<file path="src/rtl/mem_stage_pkg.sv">
// ----------------------------------------------------------------------------
// mem_stage_pkg
// Shared definitions for the MIPS memory-access stage: FSM state encoding,
// datapath widths and the default bus-timeout length used when the
// MEM_TIMEOUT_EN build option is enabled.
// ----------------------------------------------------------------------------
package mem_stage_pkg;

    localparam int WORD_W = 32;
    localparam int REG_W  = 5;

    // Default number of ACCESS cycles without ack before the access is aborted.
    localparam logic [7:0] TIMEOUT_CYCLES_DEF = 8'd255;

    typedef enum logic {
        MEM_IDLE   = 1'b0,
        MEM_ACCESS = 1'b1
    } mem_state_e;

endpackage : mem_stage_pkg

</file>
<file path="src/rtl/mem_stage_wb_reg.sv">
// ----------------------------------------------------------------------------
// mem_wb_reg
// MEM/WB pipeline register. When i_bubble is high the slot is invalidated
// (valid and reg_write cleared) while the payload fields hold their value.
// Otherwise every field loads and the slot is marked valid.
//
// Ports:
//   clk, rst        clock, asynchronous active-high reset
//   i_bubble        insert a bubble instead of loading
//   i_reg_write     register-file write enable for this instruction
//   i_mem_to_reg    write-back mux select
//   i_read_data     loaded word
//   i_alu_result    ALU result
//   i_rd            destination register
//   o_*             registered copies, o_valid marks a real instruction
// ----------------------------------------------------------------------------
module mem_wb_reg
    import mem_stage_pkg::*;
(
    input  logic              clk,
    input  logic              rst,
    input  logic              i_bubble,
    input  logic              i_reg_write,
    input  logic              i_mem_to_reg,
    input  logic [WORD_W-1:0] i_read_data,
    input  logic [WORD_W-1:0] i_alu_result,
    input  logic [REG_W-1:0]  i_rd,
    output logic              o_valid,
    output logic              o_reg_write,
    output logic              o_mem_to_reg,
    output logic [WORD_W-1:0] o_read_data,
    output logic [WORD_W-1:0] o_alu_result,
    output logic [REG_W-1:0]  o_rd
);

    logic              r_valid;
    logic              r_reg_write;
    logic              r_mem_to_reg;
    logic [WORD_W-1:0] r_read_data;
    logic [WORD_W-1:0] r_alu_result;
    logic [REG_W-1:0]  r_rd;

    always_ff @(posedge clk or posedge rst) begin
        if (rst) begin
            r_valid      <= 1'b0;
            r_reg_write  <= 1'b0;
            r_mem_to_reg <= 1'b0;
            r_read_data  <= '0;
            r_alu_result <= '0;
            r_rd         <= '0;
        end else if (i_bubble) begin
            r_valid     <= 1'b0;
            r_reg_write <= 1'b0;
        end else begin
            r_valid      <= 1'b1;
            r_reg_write  <= i_reg_write;
            r_mem_to_reg <= i_mem_to_reg;
            r_read_data  <= i_read_data;
            r_alu_result <= i_alu_result;
            r_rd         <= i_rd;
        end
    end

    assign o_valid      = r_valid;
    assign o_reg_write  = r_reg_write;
    assign o_mem_to_reg = r_mem_to_reg;
    assign o_read_data  = r_read_data;
    assign o_alu_result = r_alu_result;
    assign o_rd         = r_rd;

endmodule : mem_wb_reg

</file>
<file path="src/rtl/mem_stage.sv">
// ----------------------------------------------------------------------------
// mem_stage
// Memory-access stage of the 32-bit MIPS pipeline. Reads the EX/MEM register,
// runs one req/ack data-memory transaction per aligned load/store while
// stalling upstream, resolves the branch and feeds the MEM/WB register.
//
// Build option: MEM_TIMEOUT_EN -- adds an 8-bit ACCESS cycle counter; an access
// with no ack by count == TIMEOUT_CYCLES is aborted and bus_err is set.
// Without it ACCESS waits indefinitely and bus_err is tied low.
// ----------------------------------------------------------------------------
module mem_stage
  import mem_stage_pkg::*;
#(
  parameter logic [7:0] TIMEOUT_CYCLES = TIMEOUT_CYCLES_DEF
)
(
  input  logic              clk,
  input  logic              rst,
  input  logic              Branch,
  input  logic              MemRead,
  input  logic              MemtoReg,
  input  logic              MemWrite,
  input  logic              RegWrite,
  input  logic              Zero,
  input  logic [WORD_W-1:0] Add,
  input  logic [WORD_W-1:0] ALUResult,
  input  logic [WORD_W-1:0] ReadData2,
  input  logic [REG_W-1:0]  Mux,
  output logic              dmem_req,
  output logic              dmem_we,
  output logic [WORD_W-1:0] dmem_addr,
  output logic [WORD_W-1:0] dmem_wdata,
  input  logic [WORD_W-1:0] dmem_rdata,
  input  logic              dmem_ack,
  output logic              stall,
  output logic              pc_src,
  output logic [WORD_W-1:0] branch_target,
  output logic              wb_valid,
  output logic              wb_reg_write,
  output logic              wb_mem_to_reg,
  output logic [WORD_W-1:0] wb_read_data,
  output logic [WORD_W-1:0] wb_alu_result,
  output logic [REG_W-1:0]  wb_rd,
  output logic              misalign_err,
  output logic              bus_err,
  output mem_state_e        o_dbg_state
);

  // Bus handshake: dmem_req rises on the edge leaving IDLE and stays high,
  // with addr/wdata/we frozen, until the edge on which dmem_ack is sampled
  // high (or the access is aborted). dmem_ack is ignored outside ACCESS.

  mem_state_e        r_state;
  mem_state_e        w_next_state;
  logic              r_req;
  logic              r_we;
  logic [WORD_W-1:0] r_addr;
  logic [WORD_W-1:0] r_wdata;
  logic              r_misalign;

  logic              w_mem_op;
  logic              w_aligned;
  logic              w_access;
  logic              w_misalign;
  logic              w_timeout;
  logic              w_stall;
  logic              w_done;
  logic              w_wb_reg_write;
  logic [WORD_W-1:0] w_wb_read_data;

  assign w_mem_op   = MemRead | MemWrite;
  assign w_aligned  = (ALUResult[1:0] == 2'b00);
  assign w_access   = w_mem_op & w_aligned;
  assign w_misalign = (r_state == MEM_IDLE) & w_mem_op & ~w_aligned;

`ifdef MEM_TIMEOUT_EN
  logic [7:0] r_cnt;
  logic       r_bus_err;

  assign w_timeout = (r_state == MEM_ACCESS) & ~dmem_ack & (r_cnt == TIMEOUT_CYCLES);

  always_ff @(posedge clk or posedge rst) begin
    if (rst) begin
      r_cnt     <= '0;
      r_bus_err <= 1'b0;
    end else begin
      if (r_state == MEM_IDLE) begin
        r_cnt <= '0;
      end else begin
        r_cnt <= r_cnt + 8'd1;
      end
      if (w_timeout) begin
        r_bus_err <= 1'b1;
      end
    end
  end

  assign bus_err = r_bus_err;
`else
  assign w_timeout = 1'b0;
  assign bus_err   = 1'b0;
`endif

  assign w_done = (r_state == MEM_ACCESS) & (dmem_ack | w_timeout);

  always_comb begin
    w_next_state = r_state;
    w_stall      = 1'b0;
    case (r_state)
      MEM_IDLE: begin
        if (w_access) begin
          w_stall      = 1'b1;
          w_next_state = MEM_ACCESS;
        end
      end
      MEM_ACCESS: begin
        if (w_done) begin
          w_next_state = MEM_IDLE;
        end else begin
          w_stall = 1'b1;
        end
      end
      default: begin
        w_next_state = MEM_IDLE;
      end
    endcase
  end

  always_ff @(posedge clk or posedge rst) begin
    if (rst) begin
      r_state <= MEM_IDLE;
    end else begin
      r_state <= w_next_state;
    end
  end

  always_ff @(posedge clk or posedge rst) begin
    if (rst) begin
      r_req      <= 1'b0;
      r_we       <= 1'b0;
      r_addr     <= '0;
      r_wdata    <= '0;
      r_misalign <= 1'b0;
    end else begin
      if ((r_state == MEM_IDLE) && w_access) begin
        r_req   <= 1'b1;
        r_we    <= MemWrite;
        r_addr  <= ALUResult;
        r_wdata <= ReadData2;
      end else if (w_done) begin
        r_req <= 1'b0;
      end
      if (w_misalign) begin
        r_misalign <= 1'b1;
      end
    end
  end

  // Only a completed read returns bus data; writes (including read+write),
  // aborted accesses and non-memory instructions write back zero.
  assign w_wb_read_data = ((r_state == MEM_ACCESS) && dmem_ack && !r_we) ? dmem_rdata : '0;
  assign w_wb_reg_write = RegWrite & ~w_misalign & ~w_timeout;

  mem_wb_reg u_mem_wb_reg (
    .clk          (clk),
    .rst          (rst),
    .i_bubble     (w_stall),
    .i_reg_write  (w_wb_reg_write),
    .i_mem_to_reg (MemtoReg),
    .i_read_data  (w_wb_read_data),
    .i_alu_result (ALUResult),
    .i_rd         (Mux),
    .o_valid      (wb_valid),
    .o_reg_write  (wb_reg_write),
    .o_mem_to_reg (wb_mem_to_reg),
    .o_read_data  (wb_read_data),
    .o_alu_result (wb_alu_result),
    .o_rd         (wb_rd)
  );

  assign stall         = w_stall;
  assign pc_src        = Branch & Zero & ~w_stall;
  assign branch_target = Add;
  assign dmem_req      = r_req;
  assign dmem_we       = r_we;
  assign dmem_addr     = r_addr;
  assign dmem_wdata    = r_wdata;
  assign misalign_err  = r_misalign;
  assign o_dbg_state   = r_state;

endmodule : mem_stage

</file>
<file path="config.mk">
export PLATFORM = sky130hd
export DESIGN_NAME = mem_stage
export DESIGN_NICKNAME = d
export VERILOG_FILES = /design/src/rtl/mem_stage_pkg.sv /design/src/rtl/mem_stage_wb_reg.sv /design/src/rtl/mem_stage.sv
export SDC_FILE = /design/constraint.sdc
export NUM_CORES = 1
export LEC_CHECK = 0
export CORE_ASPECT_RATIO = 1.75
export CORE_MARGIN = 8
export CORE_UTILIZATION = 33
export DETAILED_ROUTE_END_ITERATION = 16
export GPL_TIMING_DRIVEN = 0
export PLACE_DENSITY = 0.7
export SKIP_CTS_REPAIR_TIMING = 1
export SLEW_MARGIN = 0
export SYNTH_ARGS = -nofsm -noshare
export SYNTH_HDL_FRONTEND = slang
export SYNTH_SLANG_ARGS = --single-unit
</file>
<file path="constraint.sdc">
create_clock -name clk -period 5.02 [get_ports clk]
set_clock_uncertainty 0.05 [all_clocks]
set_input_delay 0.502 -clock clk [delete_from_list [all_inputs] [get_ports clk]]
set_output_delay 0.502 -clock clk [all_outputs]
set_load 0.005 [all_outputs]
</file>
==> flow_summary.json <==
{
  "num-fill-cells": 1352,
  "die_w_um": 113,
  "ys_types": 27,
  "via_count": 4057,
  "fin_crit_ns": 3.18,
  "antenna_found_initial": 0,
  "critPathLaunchType": "input port",
  "grt_setup_unrepaired": "false",
  "ff2ff_setup_slack_ns": 3.09,
  "gp_congestion": 0.767,
  "min_to": "u_mem_wb_reg.o_alu_result[13]$_DFFE_PP0P_",
  "htreeDepth": 4,
  "synth-seq-cells": 140,
  "endpoint_kind": "output port",
  "yosysWarnings": 0,
  "cp_cell_sequence": "clkdlybuf4s50_1 > o41ai_4 > inv_2 > buf_2 > and3_1 > clkdlybuf4s50_1",
  "synth_edf_count": 0,
  "routedWlPerCell_um": 20.2,
  "r2r-start": "o_dbg_state$_DFF_PP0_",
  "grt_pass1_vias": 4637,
  "synth_area_um2": 5460,
  "drive_gt1_share_pct": 22.5,
  "yosysSeqAreaShare_pct": 64.1,
  "routed_wl_um": 17400,
  "postSynthNetCount": 495,
  "cts_tree": "done",
  "min_path_cells": 1,
  "setup_ws_ns": 1.84,
  "synth_common_cells": "140 x dfrtp_1, 67 x mux2_2, 35 x a22o_1, 34 x buf_4, 28 x mux2_1",
  "numPortBuffers": 282,
  "ant_nets": 0,
  "slew_headroom_pct": 63.5,
  "final_hold_viol_count": 0,
  "slowest_stage": "clkdlybuf4s50_1",
  "max_freq_mhz": 314,
  "async_flop_share_pct": 100,
  "timing.final.crit_share_pct": 63.4,
  "synth-main-ff-cell": "dfrtp_1",
  "dr.pass1.iters": 4,
  "crit_type": "input port to output port",
  "power.total_uw": 3560,
  "slowest_delay_ns": 0.54,
  "netlist.area_leader.share_pct": 64.1,
  "r2r_end": "dmem_wdata[12]$_DFFE_PP0P_",
  "dpl.hpwl_um": 13700,
  "avgSynthCellArea_um2": 15.5,
  "syn_to_final_growth_pct": 68.3,
  "crit_path_frequent_cell": "clkdlybuf4s50_1",
  "outcome": "finished clean",
  "maxCapViolCount": 0,
  "max-vdd-ir-drop_mv": 0.210,
  "dp_slack_ns": 1.85,
  "gr-total-overflow": 0,
  "drc": 0,
  "clock_latency_ns": 0.40,
  "drv_slew": 0,
  "fin_nets": 797,
  "diodes": 0,
  "critPathLaunch": "ALUResult[0]",
  "rows": 62,
  "hold_class": "flop to flop",
  "grt_use_total_pct": 16.1,
  "worstPathRequired_ns": 4.47,
  "clock_sinks": 140,
  "start_util_pct": 33.5,
  "hold-worst-slack_ns": 0.433,
  "crit_path_max_fanout": 10,
  "post_drt_via_cell_ratio": 4.72,
  "critPathArrivalTime_ns": 2.63,
  "clockRootBuffer": "clkbuf_16",
  "yosysMostFrequentCell": "dfrtp_1",
  "synth_top_area_cell": "dfrtp_1",
  "setup_viol": 0,
  "fp.dieH_um": 186,
  "worst_pin_slew_ns": 0.547,
  "synth_area_leaders": "dfrtp_1 64%, mux2_2 14%, mux2_1 5.8%",
  "io_pins": 317,
  "dieArea_um2": 21100,
  "power.leakage_uw": 0.00395,
  "cts_buffer_depth": 2,
  "cts_made_buffers": 17,
  "worstRegToRegCells": 7,
  "grt_pass1_wl_um": 26000,
  "grt_max_degree": 83,
  "hold_path.startpoint": "u_mem_wb_reg.o_alu_result[13]$_DFFE_PP0P_",
  "utilization_pct": 56.4,
  "drt-initial-drc-count": 74,
  "syn-instance-count": 353,
  "power.density_nw_per_um2": 387,
  "path_clk_slew_ns": 0.06,
  "core_um2": 16300
}
==> critical path: cells and delay by family <==
family / cells / cell delay (ns)
AND/OR/NAND/NOR: 1 / 0.23
buffers and inverters: 4 / 1.35
AO/OA/AOI/OAI: 1 / 0.54
==> cell families after synthesis <==
logic type	after synthesis	share of synthesized area, %
AO/OA/AOI/OAI	44	7.28
flip-flops	140	64.1
buffers and inverters	55	6.78
multiplexers	98	20.1
AND/OR/NAND/NOR	15	1.60
other	1	0.0686
==> area by class of cell <==
class	count	area (um2)	share of cell area (%)
clock inverters	10	161	1.76
multi-input cells	158	1590	17.3
flip-flops and latches	140	3500	38.1
plain buffers	53	363	3.95
well taps	192	240	2.61
clock buffers	22	474	5.16
inverters	2	12.5	0.136
repair buffers	283	2850	31.0
==> routing by layer <==
layer | share of wire [%] | track usage, % | vias to the layer above
li1 | - | - | 1827
met1 | 34 | 15.3 | 1990
met2 | 53 | 29.1 | 219
met3 | 11 | 7.44 | 21
met4 | 2.4 | 7.18 | 0
met5 | 0 | 0 | -
==> layout by cell type (no fill, tap or decap), types with 3 or more instances in the layout <==
cell type,instances
buf_2,10
clkbuf_16,17
a22o_1,35
buf_6,3
clkdlybuf4s50_1,282
mux2_1,28
clkbuf_1,7
clkbuf_8,3
mux2i_1,3
nor2b_1,5
bufinv_16,4
mux2_2,67
buf_4,34
a221o_1,3
dfrtp_1,140
clkinv_2,3
==> stage by stage <==
step / cells / cell area [um2] / setup TNS (ns)
floorplan: 353 / 5460 / 0
global placement: 827 / 8530 / -155.66
detailed placement: 828 / 8560 / 0
CTS: 860 / 9190 / 0
global route: 860 / 9190 / 0
finish: 860 / 9190 / 0
==> power by group <==
part / internal, uW / switching (uW) / total, uW
combinational: 555 / 267 / 822
clock: 873 / 464 / 1340
sequential: 1310 / 92.1 / 1400
==> worst max-delay path by stage <==
stage / to / slack (ns) / depth (start not counted)
floorplan: dmem_addr[0]$_DFFE_PP0P_ / 0.72 / 1
global placement: u_mem_wb_reg.o_rd[1]$_DFFE_PP0P_ / -1.12 / 2
detailed placement: pc_src / 1.85 / 6
CTS: pc_src / 1.84 / 6
global route: stall / 1.76 / 4
finish: pc_src / 1.84 / 6
(Power assumes the default switching activity.)
==> edit 1 (same flow settings) <==
`REG_W`: 5 -> 7.
--- a/src/rtl/mem_stage_pkg.sv
+++ b/src/rtl/mem_stage_pkg.sv
@@ -8,5 +8,5 @@
 
     localparam int WORD_W = 32;
-    localparam int REG_W  = 5;
+    localparam int REG_W  = 7;
 
     // Default number of ACCESS cycles without ack before the access is aborted.
Ports: changed (resized Mux and wb_rd); port bits go from 317 to 321. No check against the original RTL was run, so the function may have changed too.
==> edit 1 against the original RTL <==
Synthesized area is 1.5% higher; sequential cell count is 2 higher; routed wire length is 3.2% higher; total power is 0.86% lower; cell count is 4.8% higher; setup slack better by 0.010 ns; final area is 1.4% higher.
==> edit 1: results (changes against the original RTL) <==
| Metric | Value |
|---|---|
| Status | completed |
| Peak VDD IR | 237.4 uV (+13%) |
| Place WS | 1.794 ns (-0.05324 ns) |
| Share of layout cells above drive strength 1 | 22.19% (-0.27 points) |
| Initial antenna violation count | 1 (+1) |
| Vias per cell | 4.539 (-3.8%) |
| Total GRT Usage | 16.68% (+0.56 points) |
| First-pass GRT wire length | 27.32 mm (+5.0%) |
| Mapped Nets | 501 (+1.2%) |
| Worst hold path type | reg -> reg |
| FFs w/ async S/R, synth | 100.0% (unchanged) |
| Synth top cells by count | 142 x dfrtp_1, 69 x mux2_2, 41 x buf_4 |
| Starting DRC count in detailed routing | 109 (+47%) |
| Max incr delay on CP | 0.61 ns (+0.07 ns) |
| CP top delay family | buffers and inverters |
| Worst Tran Pin Value | 0.6662 ns (+0.1188 ns) |
| Top cells by area, synth | dfrtp_1 64%, mux2_2 14%, mux2_1 5.7% |
| Crit path to | stall |
| R2r endpoint | dmem_wdata[9]$_DFFE_PP0P_ |
| Synth top area share | 64.08% (about the same) |
| Top_reg_cell synth | dfrtp_1 |
| CP Data Arrival Time | 2.62 ns (about the same) |
| Clock Latency Late Sink | 0.40 ns (about the same) |
| Clk pin slew, worst setup/hold paths | 0.06 ns (about the same) |
| Hold Path Depth | 1 (unchanged) |
| Total negative slack | 0 ns (unchanged) |
| Post-synthesis sequential area ratio | 64.08% (about the same) |
| DR pass1 iterations | 4 (unchanged) |
| Area after DPL | 8721 um^2 (+1.9%) |
| Clock buffer depth | 2 (unchanged) |
| Met3 usage | 6.887% (-0.55 points) |
| Critical path origin | ALUResult[0] |
| Met2 usage | 30.89% (+1.8 points) |
| Synthesis Warnings | 0 (unchanged) |
| Layout Nets | 807 (+1.3%) |
| R2r worst-path depth | 7 (unchanged) |
| Reg2Reg Setup Slack | 3.02 ns (-0.07 ns) |
| Clock H-tree levels | 4 (unchanged) |
| Leak | 0.003965 uW (+0.46%) |
| TritonCTS Buffers | 17 (unchanged) |
| Number of global-route vias before repair | 4,685 (+1.0%) |
| Slowest CP cell | clkdlybuf4s50_1 |
| Largest net degree at the start of global routing | 73 (-12%) |
| Area growth from synthesis to layout | 68.10% |
| Crit-path max FO | 11 (+1) |
| GP Congestion | 0.8089 (+5.5%) |
| # port buffers | 286 (+1.4%) |
| Fin crit period | 3.174 ns (-0.009980 ns) |
| Routed len/inst | 19.88 um (-1.5%) |
| Worst r2r src | o_dbg_state$_DFF_PP0_ |
| Clk root buf | clkbuf_16 |
| HPWL Detailed | 14.33 mm (+4.2%) |
| Unique masters post-synth | 26 (-3.7%) |
| Met1 Use GR | 15.82% (+0.54 points) |
==> edit 1: cell count changes after synthesis <==
| cell | before | now |
|---|---|---|
| nor3_1 | 0 | 1 |
| buf_2 | 10 | 2 |
| buf_4 | 34 | 41 |
| clkbuf_2 | 1 | 0 |
| nor3_2 | 1 | 0 |
| mux2_2 | 67 | 69 |
| clkbuf_1 | 5 | 7 |
| dfrtp_1 | 140 | 142 |
==> edit 1: logic make-up (layout without fill, tap and decap cells) <==
family / count (synthesis) / in the layout / synth area share [%]
other cells: 1 / 2 / 0.06762
compound gates: 44 / 44 / 7.175
buf+inv: 55 / 374 / 6.949
simple gates: 15 / 15 / 1.489
mux: 100 / 100 / 20.24
flops: 142 / 142 / 64.08
==> edit 1: worst min path at each step <==
stage,from,endpoint,slack (ns)
2_1_floorplan,misalign_err$_DFFE_PP0P_,misalign_err$_DFFE_PP0P_,0.42
3_3_place_gp,dmem_req$_DFFE_PP0P_,dmem_req$_DFFE_PP0P_,0.41
3_5_place_dp,dmem_req$_DFFE_PP0P_,dmem_req$_DFFE_PP0P_,0.42
4_1_cts,dmem_req$_DFFE_PP0P_,dmem_req$_DFFE_PP0P_,0.43
5_1_grt,dmem_req$_DFFE_PP0P_,dmem_req$_DFFE_PP0P_,0.45
6_report,dmem_req$_DFFE_PP0P_,dmem_req$_DFFE_PP0P_,0.43
==> edit 1: final cells by class <==
cell class | count | area (um^2)
Fill cell | 1372 | 7124
Multi-Input combinational cell | 160 | 1607
Clock buffer | 19 | 442.9
Antenna cell | 1 | 2.502
Buffer | 53 | 377.9
Clock inverter | 13 | 155.1
Sequential cell | 142 | 3553
Tap cell | 224 | 280.3
Inverter | 2 | 12.51
Timing Repair Buffer | 287 | 2890
==> edit 1: where the power goes <==
| part | switching, uW | internal, uW | total (uW) |
|---|---|---|---|
| combinational | 272 | 564 | 836 |
| clock | 516 | 760 | 1280 |
| sequential | 91.3 | 1320 | 1410 |
| total | 880 | 2650 | 3530 |
==> edit 1: routing by layer <==
layer | vias up | part of all wire (%)
met5 | - | 0
met2 | 223 | 53
met4 | 0 | 2.1
li1 | 1845 | -
met1 | 2002 | 35
met3 | 20 | 10
==> edit 1: through the flow <==
step           util, %  instances  hold slack [ns]
5_1_grt          56.68        901           0.4485
3_3_place_gp     52.83        867           0.4137
4_1_cts          56.66        900           0.4335
6_report         56.68        901           0.4282
3_5_place_dp     53.03        868           0.4206
2_1_floorplan        -        357           0.4178
==> edit 2 (same flow settings) <==
Made on the original files. Register the output `o_dbg_state` once more, without a reset; this adds one clock of latency there. The other outputs are not delayed to match.
--- a/src/rtl/mem_stage.sv
+++ b/src/rtl/mem_stage.sv
@@ -187,5 +187,7 @@
   assign dmem_wdata    = r_wdata;
   assign misalign_err  = r_misalign;
-  assign o_dbg_state   = r_state;
+  always_ff @(posedge clk) begin
+    o_dbg_state <= r_state;
+  end
 
 endmodule : mem_stage
Formal check against the unedited RTL: not equivalent (a bounded check fails within 4 cycles, from zero or initial values and one cycle with rst high).
==> edit 2 against the original RTL <==
Sequential cell count grew 1; routed wire length is essentially flat; synthesized area grew 0.37%; final area grew 0.86%; total power grew 1.6%; count of clock-buffer cells in the layout shrank 4; setup slack gained 0.022 ns; critical endpoint unchanged; largest cell class unchanged; largest power group unchanged.
==> edit 2: results (changes against the original RTL) <==
| Metric | Value |
|---|---|
| Status | completed |
| WHS Endpoint | o_dbg_state$_DFF_P_ |
| Routed len/inst | 19.46 um (-3.6%) |
| Top cells by area, synth | dfrtp_1 64%, mux2_2 14%, mux2_1 5.8% |
| HPWL Detailed | 13.82 mm (+0.50%) |
| Worst r2r src | r_state$_DFF_PP0_ |
| Post-synthesis sequential area ratio | 64.26% (+0.13 points) |
| Sw Pwr | 845.3 uW (+2.7%) |
| Leak | 0.003957 uW (+0.26%) |
| Place WS | 1.843 ns (-0.004890 ns) |
| First-pass GRT wire length | 27.01 mm (+3.8%) |
| Layout Nets | 798 (+0.13%) |
| Total GRT Usage | 16.50% (+0.38 points) |
| Seq area share | 38.00% (-0.11 points) |
| R2r endpoint | dmem_wdata[4]$_DFFE_PP0P_ |
| FFs & Latches | 141 (+0.71%) |
| Compound-Gate Fraction of Synth Area | 7.257% (-0.027 points) |
| Largest net degree at the start of global routing | 93 (+12%) |
| Unique masters post-synth | 28 (+3.7%) |
| Hold Path Depth | 0 (-1) |
| Clock network area share | 7.057% (+0.14 points) |
| Clk power | 1390 uW (+4%) |
| CP Data Arrival Time | 2.61 ns (-0.02 ns) |
| WHS | 0.3423 ns (-0.09099 ns) |
| Multiplexer share of the synthesized area | 20.06% (-0.074 points) |
| Peak VDD IR | 221.4 uV (+5.5%) |
| Post-layout instance area | 9273 um^2 (+0.86%) |
| NonClk Buf Share | 34.65% (-0.30 points) |
| GP Congestion | 0.7433 (-3.1%) |
| FFs w/ async S/R, synth | 99.29% (-0.71 points) |
edit 2: how the worst max path moves through the flow:
stage / to / slack, ns / depth (start not counted)
floorplan: dmem_addr[0]$_DFFE_PP0P_ / 0.72 / 1
global placement: u_mem_wb_reg.o_rd[2]$_DFFE_PP0P_ / -1.08 / 2
detailed placement: pc_src / 1.84 / 6
CTS: pc_src / 1.83 / 6
global route: pc_src / 1.72 / 6
finish: pc_src / 1.86 / 6
edit 2: per-layer routing:
layer | vias to the layer above | global-route usage, % | wire, um
li1 | 1828 | - | -
met1 | 2030 | 16.32 | 5965
met2 | 217 | 29.87 | 9298
met3 | 22 | 6.790 | 1721
met4 | 0 | 5.928 | 376
met5 | - | 0 | 0
edit 2: cell families after synthesis:
| kind of cell | count (synthesis) |
|---|---|
| flops | 141 |
| compound gates | 44 |
| simple gates | 15 |
| other cells | 1 |
| buf+inv | 55 |
| mux | 98 |
